--- src/rtl/exec_pkg.sv ---
// -----------------------------------------------------------------------------
// exec_pkg
// Shared definitions for the GATE execute stage:
//   - alu_op_e   : ALUOp encodings (ALU_ADD .. ALU_SLT)
//   - NB_*       : numBits selector codes, IMM_FW_* : matching field widths
//   - flags_t    : packed {ovf, neg, zero} flag word, FLAG_* bit indices
// -----------------------------------------------------------------------------
package exec_pkg;

    typedef enum logic [2:0] {
        ALU_ADD = 3'b000,
        ALU_SUB = 3'b001,
        ALU_AND = 3'b010,
        ALU_OR  = 3'b011,
        ALU_XOR = 3'b100,
        ALU_SLL = 3'b101,
        ALU_SRA = 3'b110,
        ALU_SLT = 3'b111
    } alu_op_e;

    // numBits selector codes and the immediate field width each one picks.
    localparam logic [1:0] NB_4  = 2'd0;
    localparam logic [1:0] NB_6  = 2'd1;
    localparam logic [1:0] NB_8  = 2'd2;
    localparam logic [1:0] NB_12 = 2'd3;

    localparam int IMM_FW_4  = 4;
    localparam int IMM_FW_6  = 6;
    localparam int IMM_FW_8  = 8;
    localparam int IMM_FW_12 = 12;

    // Bit positions inside the 3-bit flags output.
    localparam int FLAG_ZERO = 0;
    localparam int FLAG_NEG  = 1;
    localparam int FLAG_OVF  = 2;

    // Field order matches FLAG_* (ovf is the MSB, zero the LSB).
    typedef struct packed {
        logic ovf;
        logic neg;
        logic zero;
    } flags_t;

endpackage

--- src/rtl/exec_alu.sv ---
// -----------------------------------------------------------------------------
// exec_alu
// Purely combinational ALU for the execute stage.
// Ports:
//   op_i      : operation (alu_op_e)
//   a_i, b_i  : WIDTH-bit operands, treated as signed where it matters
//   result_o  : WIDTH-bit result, wraps modulo 2^WIDTH
//   flags_o   : {ovf, neg, zero}; ovf only meaningful for add/sub
// -----------------------------------------------------------------------------
module exec_alu
    import exec_pkg::*;
#(
    parameter int WIDTH = 16
) (
    input  alu_op_e            op_i,
    input  logic [WIDTH-1:0]   a_i,
    input  logic [WIDTH-1:0]   b_i,
    output logic [WIDTH-1:0]   result_o,
    output flags_t             flags_o
);

    localparam int SHW = $clog2(WIDTH);
    localparam int MSB = WIDTH - 1;

    logic [SHW-1:0]   shamt;
    logic [WIDTH-1:0] sum;
    logic [WIDTH-1:0] diff;
    logic             ovf;

    // Shifts only look at the low log2(WIDTH) bits of the second operand.
    assign shamt = b_i[SHW-1:0];
    assign sum   = a_i + b_i;
    assign diff  = a_i - b_i;

    // NOTE: every variable written here is given a default first, so no path
    // through the case can leave it unassigned and infer a latch.
    always_comb begin
        result_o = '0;
        ovf      = 1'b0;
        unique case (op_i)
            ALU_ADD: begin
                result_o = sum;
                // Same-sign operands producing an opposite-sign result.
                ovf      = (a_i[MSB] == b_i[MSB]) && (sum[MSB] != a_i[MSB]);
            end
            ALU_SUB: begin
                result_o = diff;
                // Opposite-sign operands where the result leaves A's sign.
                ovf      = (a_i[MSB] != b_i[MSB]) && (diff[MSB] != a_i[MSB]);
            end
            ALU_AND: result_o = a_i & b_i;
            ALU_OR:  result_o = a_i | b_i;
            ALU_XOR: result_o = a_i ^ b_i;
            ALU_SLL: result_o = a_i << shamt;
            ALU_SRA: result_o = $unsigned($signed(a_i) >>> shamt);
            ALU_SLT: result_o = {{(WIDTH-1){1'b0}}, ($signed(a_i) < $signed(b_i))};
            default: result_o = '0;
        endcase
    end

    always_comb begin
        flags_o      = '0;
        flags_o.ovf  = ovf;
        flags_o.neg  = result_o[MSB];
        flags_o.zero = (result_o == '0);
    end

endmodule

--- src/rtl/exec_pipe.sv ---
// -----------------------------------------------------------------------------
// exec_pipe
// Two-stage elastic execute stage for the GATE datapath.
//   S1 captures A, the second ALU operand (B or immediate), the immediate and
//   the opcode. S2 captures the ALU result, the immediate and the flags.
// Parameters:
//   WIDTH : datapath width, power of two, >= 8
//   IMM_W : raw immediate width, 12 <= IMM_W <= WIDTH
// Ports:
//   CLK, reset             : rising-edge clock, synchronous active-high reset
//   in_valid / in_ready    : input handshake (in_ready is combinational
//                            from out_ready)
//   A, B                   : operands
//   din, numBits, immShift : raw immediate, field-size select, left shift
//   ALUOp, ALUSrcB         : operation, second-operand select (1 = immediate)
//   out_valid / out_ready  : output handshake
//   ALUOut, immGen, flags  : registered result, immediate, {ovf, neg, zero}
// -----------------------------------------------------------------------------
module exec_pipe
    import exec_pkg::*;
#(
    parameter int WIDTH = 16,
    parameter int IMM_W = 12
) (
    input  logic               CLK,
    input  logic               reset,
    input  logic               in_valid,
    output logic               in_ready,
    input  logic [WIDTH-1:0]   A,
    input  logic [WIDTH-1:0]   B,
    input  logic [IMM_W-1:0]   din,
    input  logic [1:0]         numBits,
    input  logic [1:0]         immShift,
    input  logic [2:0]         ALUOp,
    input  logic               ALUSrcB,
    output logic               out_valid,
    input  logic               out_ready,
    output logic [WIDTH-1:0]   ALUOut,
    output logic [WIDTH-1:0]   immGen,
    output logic [2:0]         flags
);

    // ---------------------------------------------------------------------
    // Immediate generation and operand select
    // ---------------------------------------------------------------------
    logic [WIDTH-1:0] imm_sext;
    logic [WIDTH-1:0] imm_gen;
    logic [WIDTH-1:0] op2;

    always_comb begin
        imm_sext = '0;
        unique case (numBits)
            NB_4:    imm_sext = {{(WIDTH-IMM_FW_4){din[IMM_FW_4-1]}},   din[IMM_FW_4-1:0]};
            NB_6:    imm_sext = {{(WIDTH-IMM_FW_6){din[IMM_FW_6-1]}},   din[IMM_FW_6-1:0]};
            NB_8:    imm_sext = {{(WIDTH-IMM_FW_8){din[IMM_FW_8-1]}},   din[IMM_FW_8-1:0]};
            NB_12:   imm_sext = {{(WIDTH-IMM_FW_12){din[IMM_FW_12-1]}}, din[IMM_FW_12-1:0]};
            default: imm_sext = '0;
        endcase
    end

    // Shift is applied after sign extension; bits pushed past WIDTH are lost.
    assign imm_gen = imm_sext << immShift;
    assign op2     = ALUSrcB ? imm_gen : B;

    // ---------------------------------------------------------------------
    // Pipeline state
    // ---------------------------------------------------------------------
    logic             s1_valid_q, s1_valid_d;
    logic [WIDTH-1:0] s1_a_q,     s1_a_d;
    logic [WIDTH-1:0] s1_op2_q,   s1_op2_d;
    logic [WIDTH-1:0] s1_imm_q,   s1_imm_d;
    alu_op_e          s1_op_q,    s1_op_d;

    logic             s2_valid_q, s2_valid_d;
    logic [WIDTH-1:0] s2_alu_q,   s2_alu_d;
    logic [WIDTH-1:0] s2_imm_q,   s2_imm_d;
    flags_t           s2_flags_q, s2_flags_d;

    logic [WIDTH-1:0] alu_result;
    flags_t           alu_flags;

    exec_alu #(
        .WIDTH (WIDTH)
    ) u_alu (
        .op_i     (s1_op_q),
        .a_i      (s1_a_q),
        .b_i      (s1_op2_q),
        .result_o (alu_result),
        .flags_o  (alu_flags)
    );

    // ---------------------------------------------------------------------
    // Handshake control
    // ---------------------------------------------------------------------
    logic s2_load;
    logic s1_take;

    // S2 can accept whenever it is empty or its content is leaving; S1 can
    // accept whenever it is empty or it is moving into S2. This chains
    // out_ready straight through to in_ready so a full pipe still streams.
    assign s2_load  = !s2_valid_q || out_ready;
    assign in_ready = !s1_valid_q || s2_load;
    assign s1_take  = in_valid && in_ready;

    always_comb begin
        s1_valid_d = s1_valid_q;
        s1_a_d     = s1_a_q;
        s1_op2_d   = s1_op2_q;
        s1_imm_d   = s1_imm_q;
        s1_op_d    = s1_op_q;
        s2_valid_d = s2_valid_q;
        s2_alu_d   = s2_alu_q;
        s2_imm_d   = s2_imm_q;
        s2_flags_d = s2_flags_q;

        // When S1 is free to change, its valid bit follows in_valid, so an
        // idle input lets S1 drain instead of re-issuing the old operation.
        if (in_ready) begin
            s1_valid_d = in_valid;
        end
        if (s1_take) begin
            s1_a_d   = A;
            s1_op2_d = op2;
            s1_imm_d = imm_gen;
            s1_op_d  = alu_op_e'(ALUOp);
        end

        // Result registers only change on a real S1->S2 move, which keeps
        // them stable while out_valid is held against out_ready=0.
        if (s2_load) begin
            s2_valid_d = s1_valid_q;
        end
        if (s2_load && s1_valid_q) begin
            s2_alu_d   = alu_result;
            s2_imm_d   = s1_imm_q;
            s2_flags_d = alu_flags;
        end
    end

    // NOTE: state is updated with non-blocking assignments so every register
    // samples the pre-edge value of the others, independent of statement order.
    // NOTE: the data registers are reset as well as the valid bits, because
    // ALUOut/immGen/flags are architecturally required to read zero after reset.
    always_ff @(posedge CLK) begin
        if (reset) begin
            s1_valid_q <= 1'b0;
            s1_a_q     <= '0;
            s1_op2_q   <= '0;
            s1_imm_q   <= '0;
            s1_op_q    <= ALU_ADD;
            s2_valid_q <= 1'b0;
            s2_alu_q   <= '0;
            s2_imm_q   <= '0;
            s2_flags_q <= '0;
        end else begin
            s1_valid_q <= s1_valid_d;
            s1_a_q     <= s1_a_d;
            s1_op2_q   <= s1_op2_d;
            s1_imm_q   <= s1_imm_d;
            s1_op_q    <= s1_op_d;
            s2_valid_q <= s2_valid_d;
            s2_alu_q   <= s2_alu_d;
            s2_imm_q   <= s2_imm_d;
            s2_flags_q <= s2_flags_d;
        end
    end

    // ---------------------------------------------------------------------
    // Outputs
    // ---------------------------------------------------------------------
    assign out_valid = s2_valid_q;
    assign ALUOut    = s2_alu_q;
    assign immGen    = s2_imm_q;
    assign flags     = s2_flags_q;

endmodule

--- config.mk ---
export PLATFORM = sky130hd
export DESIGN_NAME = exec_pipe
export DESIGN_NICKNAME = d
export VERILOG_FILES = /design/src/rtl/exec_pkg.sv /design/src/rtl/exec_alu.sv /design/src/rtl/exec_pipe.sv
export SDC_FILE = /design/constraint.sdc
export NUM_CORES = 1
export LEC_CHECK = 0
export ABC_AREA = 1
export ABC_CLOCK_PERIOD_IN_PS = 2600
export CAP_MARGIN = 20
export CORE_AREA = 2 2 128 130
export CTS_CLUSTER_DIAMETER = 120
export DETAILED_ROUTE_END_ITERATION = 8
export DIE_AREA = 0 0 130 132
export DONT_BUFFER_PORTS = 1
export PLACE_DENSITY = 0.76
export SLEW_MARGIN = 20
export SYNTH_ARGS = -nofsm -noshare
export SYNTH_HDL_FRONTEND = slang
export SYNTH_SLANG_ARGS = --single-unit
--- constraint.sdc ---
create_clock -name CLK -period 2.6 [get_ports CLK]
set_input_delay 0.78 -clock CLK [delete_from_list [all_inputs] [get_ports CLK]]
set_output_delay 0.78 -clock CLK [all_outputs]
set_load 0.02 [all_outputs]
==> parameters.txt <==
Parameter                              Value

Timing
  Layout Skew ... 0.0145 ns
  Headroom to the max-slew limit ... 57.5%
  Final Max Tran Viols ... 0
  Number of hold violations in the final report ... 0
  Final Worst Setup Slack ... 0.183 ns
  Final setup violation count ... 0
  Share of the clock period used by the worst path ... 92.9%
  Highest clock rate ... 414 MHz
  Minimum hold slack ... 0.461 ns
  Actual transition at the worst max-transition pin ... 0.632 ns
  Final critical-path required period ... 2.42 ns
  Unrepaired setup endpoints after global routing ... false

Drt
  Count of antenna-violating nets left after detailed routing ... 0
  Iteration-0 DRC count of the detailed router ... 1,208
  1st-pass router iterations ... 5
  WL/cell ... 17.7 um
  Total Wirelength ... 28,900 um
  Via total after detailed routing ... 9,118
  Remaining routing DRC violations ... 0
  Detailed-route vias per instance ... 5.59

Hold path
  Type of the tightest min-delay check ... flip-flop to flip-flop
  HP Start ... s1_imm_q[5]$_SDFFE_PP0P_

Worst setup path
  FF-to-FF setup slack ... 0.18 ns
  Critical Path End Type ... flip-flop
  Data required time at the worst endpoint ... 2.90 ns
  Kind of start point of the critical path ... flip-flop
  Max Fanout on Critical Path ... 6
  Class of the most critical setup path ... flip-flop to flip-flop
  CP startpoint ... s1_op2_q[11]$_SDFFE_PP0P_
  Arrival time of the worst setup path ... 2.72 ns
  Reg-to-reg critical path startpoint ... s1_op2_q[11]$_SDFFE_PP0P_

Synth
  Post-synthesis share of cell area spent on full adders, half adders and majority gates ... 8.49%
  Nets in the synthesized netlist ... 1,446
  Number of synthesized register bits ... 85
  Most frequent cell after synthesis ... sky130_fd_sc_hd__nand2_1
  Proportion of netlist area held by the largest area contributor ... 22.1%
  Synthesis warning total ... 0
  Largest family of logic cells by synthesized area ... simple AND/OR/NAND/NOR gates
  Largest area contributor in the netlist ... sky130_fd_sc_hd__dfxtp_1
  Fraction of synthesized cell area in xor and xnor cells ... 0.569%
  Share of synthesized area occupied by flip-flops and latches ... 22.1%
  Distinct cells, synth ... 37
  Number of flops mapped to enable cells by yosys ... 0
  Top cell types by occurrence after synthesis ... 362 x sky130_fd_sc_hd__nand2_1, 186 x sky130_fd_sc_hd__nand3_1, 160 x sky130_fd_sc_hd__inv_1, 141 x sky130_fd_sc_hd__nor2_1
  Syn avg cell area ... 5.74 um2
  Fraction of synthesized area in multiplexers ... 0.390%
  Compound-Gate Fraction of Synth Area ... 15.2%
  Post-Synthesis Cell Area ... 7690 um2
  Share of synthesized flip-flops with an asynchronous set or reset ... 0%
  Post-Synthesis Cells ... 1,339
  Most used DFF post-synth ... sky130_fd_sc_hd__dfxtp_1
  Simple-gate share of the synthesized area ... 40.2%
  Area contributors post-synth ... sky130_fd_sc_hd__dfxtp_1 22%, sky130_fd_sc_hd__nand2_1 18%, sky130_fd_sc_hd__nand3_1 12%

Power
  Static leakage ... 4.65 nW
  Peak ir drop on the vdd network ... 0.424 mV
  Power per unit of standard cell area ... 521 nW/um2

Floorplan
  Die Ht ... 132 um
  Row cnt ... 46
  Core region area ... 15,700 um2
  Die boundary width ... 130 um
  Full die area ... 17,200 um2
  Total I/O pin count ... 93
  Starting density of the core ... 48.9%

Layout
  Relative area change from synthesis to final layout ... 19.0%
  Fraction of layout cells with a size suffix above 1 ... 15.9%
  Number of nets in the final layout ... 1,517
  Post-layout utilization of the core ... 58.2%
  Finished Layout Cells ... 1,631
  Antenna fix cells ... 0
  Non-Filler Cell Area, Final ... 9150 um2

Placed design
  Count of buffers inserted at the top-level ports ... 0
  Number of placed cells counting well taps ... 1,612
  Pre-CTS WS ... -0.0442 ns
  Area after DPL ... 8570 um2
  Placed wire-length estimate ... 23,400 um
  RePlAce Congestion ... 1.09

Clock network
  TritonCTS buffer count ... 9
  CTS root buf ... sky130_fd_sc_hd__clkbuf_16
  Clock-pin transition on the worst setup and hold timing paths ... 0.08 ns
  Maximum count of clock buffers along a single path ... 2
  TritonCTS sink count ... 85
  TritonCTS clock tree ... built
  Worst skew pair latency ... 0.36 ns
  H-tree levels ... 3

GRT
  Wire length of the first global-routing pass ... 44,400 um
  Vias in the first global route ... 8,102
  Combined global-route utilization of all metal layers ... 33.5%
  Largest net degree at the start of global routing ... 76
  Total overflow reported by the global router ... 0
  Initial antenna violation count ... 0

Status
  Outcome ... finished clean

Run
  Number of max-capacitance violations reported ... 0
metrics by stage:
step                TNS, ns  total power [mW]
finish                    0              4.77
global route              0              5.03
CTS                       0              4.64
detailed placement  -0.0442              3.35
global placement    -0.0850              3.35
floorplan                 0              2.63
power breakdown:
group / switching [mW] / internal [mW]
sequential: 0.109 / 1.40
combinational: 1.21 / 0.761
clock: 0.613 / 0.678
final timing paths:
path / endpoint / cells after the start
max: flags[0]$_SDFFE_PP0P_ / 17
min reg2reg: immGen[5]$_SDFFE_PP0P_ / 2
max reg2reg: flags[0]$_SDFFE_PP0P_ / 17
min: immGen[5]$_SDFFE_PP0P_ / 2
cell usage in the layout (no fill, tap or decap), drive strengths merged, types with 12 or more instances in the layout:
cell	synthesis	final
inv	170	175
dfxtp	85	85
nor3	12	12
a21oi	97	97
nor2	142	142
nand3	187	187
o21ai	100	100
nand4	13	13
nand2	369	369
ha	49	49
buf	38	129
cells by family (layout without fill, tap and decap cells):
kind of cell | Yosys count | count (layout)
simple gates | 732 | 732
fa+ha+maj | 51 | 51
xor+xnor | 5 | 5
flops | 85 | 85
mux | 3 | 3
compound gates | 221 | 221
buf+inv | 242 | 318
sequential cells by signal (all words and copies together) (netlist names):
register	count
flags	2
ALUOut	16
out_valid	1
s1_imm_q	15
s1_op2_q	16
s1_op_q	3
s1_valid_q	1
s1_a_q	16
immGen	15
critical path, cell delays in order, from the launching register on:
cell                      delay [ns]
sky130_fd_sc_hd__dfxtp_1        0.35
sky130_fd_sc_hd__inv_1          0.10
sky130_fd_sc_hd__ha_4           0.33
sky130_fd_sc_hd__inv_1          0.07
sky130_fd_sc_hd__buf_4          0.13
sky130_fd_sc_hd__nand2_1        0.14
sky130_fd_sc_hd__inv_1          0.06
sky130_fd_sc_hd__nand2_1        0.11
sky130_fd_sc_hd__inv_1          0.07
sky130_fd_sc_hd__a21oi_2        0.18
sky130_fd_sc_hd__nand3_1        0.09
sky130_fd_sc_hd__nand3_1        0.11
sky130_fd_sc_hd__nand3_2        0.10
sky130_fd_sc_hd__nor2_1         0.12
sky130_fd_sc_hd__nand2_1        0.06
sky130_fd_sc_hd__nor2_1         0.10
sky130_fd_sc_hd__nand3_1        0.10
sky130_fd_sc_hd__a21oi_2        0.15
area by class of cell:
class / instances / area [um2]
clock buffer: 9 / 225
clock inverter: 7 / 72.6
fill: 1560 / 6560
inverter: 173 / 652
multi-input combinational: 1012 / 5230
sequential: 85 / 1700
tap: 216 / 270
timing repair buffer: 129 / 992
per-layer routing:
layer  global-route usage (%)  vias to the layer above  wire length [um]
met5                        0                        -                 0
met4                     12.7                        0              1370
met2                     51.5                      489             12500
met3                     5.93                       80              2570
met1                     46.5                     4099             12500
li1                         -                     4450                 -
timing repair:
| item | in CTS | in global routing |
|---|---|---|
| pin swaps | 0 | 11 |
| buffers inserted | 0 | 3 |
| gates cloned | 0 | 0 |
| hold buffers | 0 | 0 |
| endpoints found under the setup margin | 1 | 4 |
| gates resized for setup | 2 | 63 |
| endpoints found under the hold margin | 0 | 0 |
(Power assumes the default switching activity.)
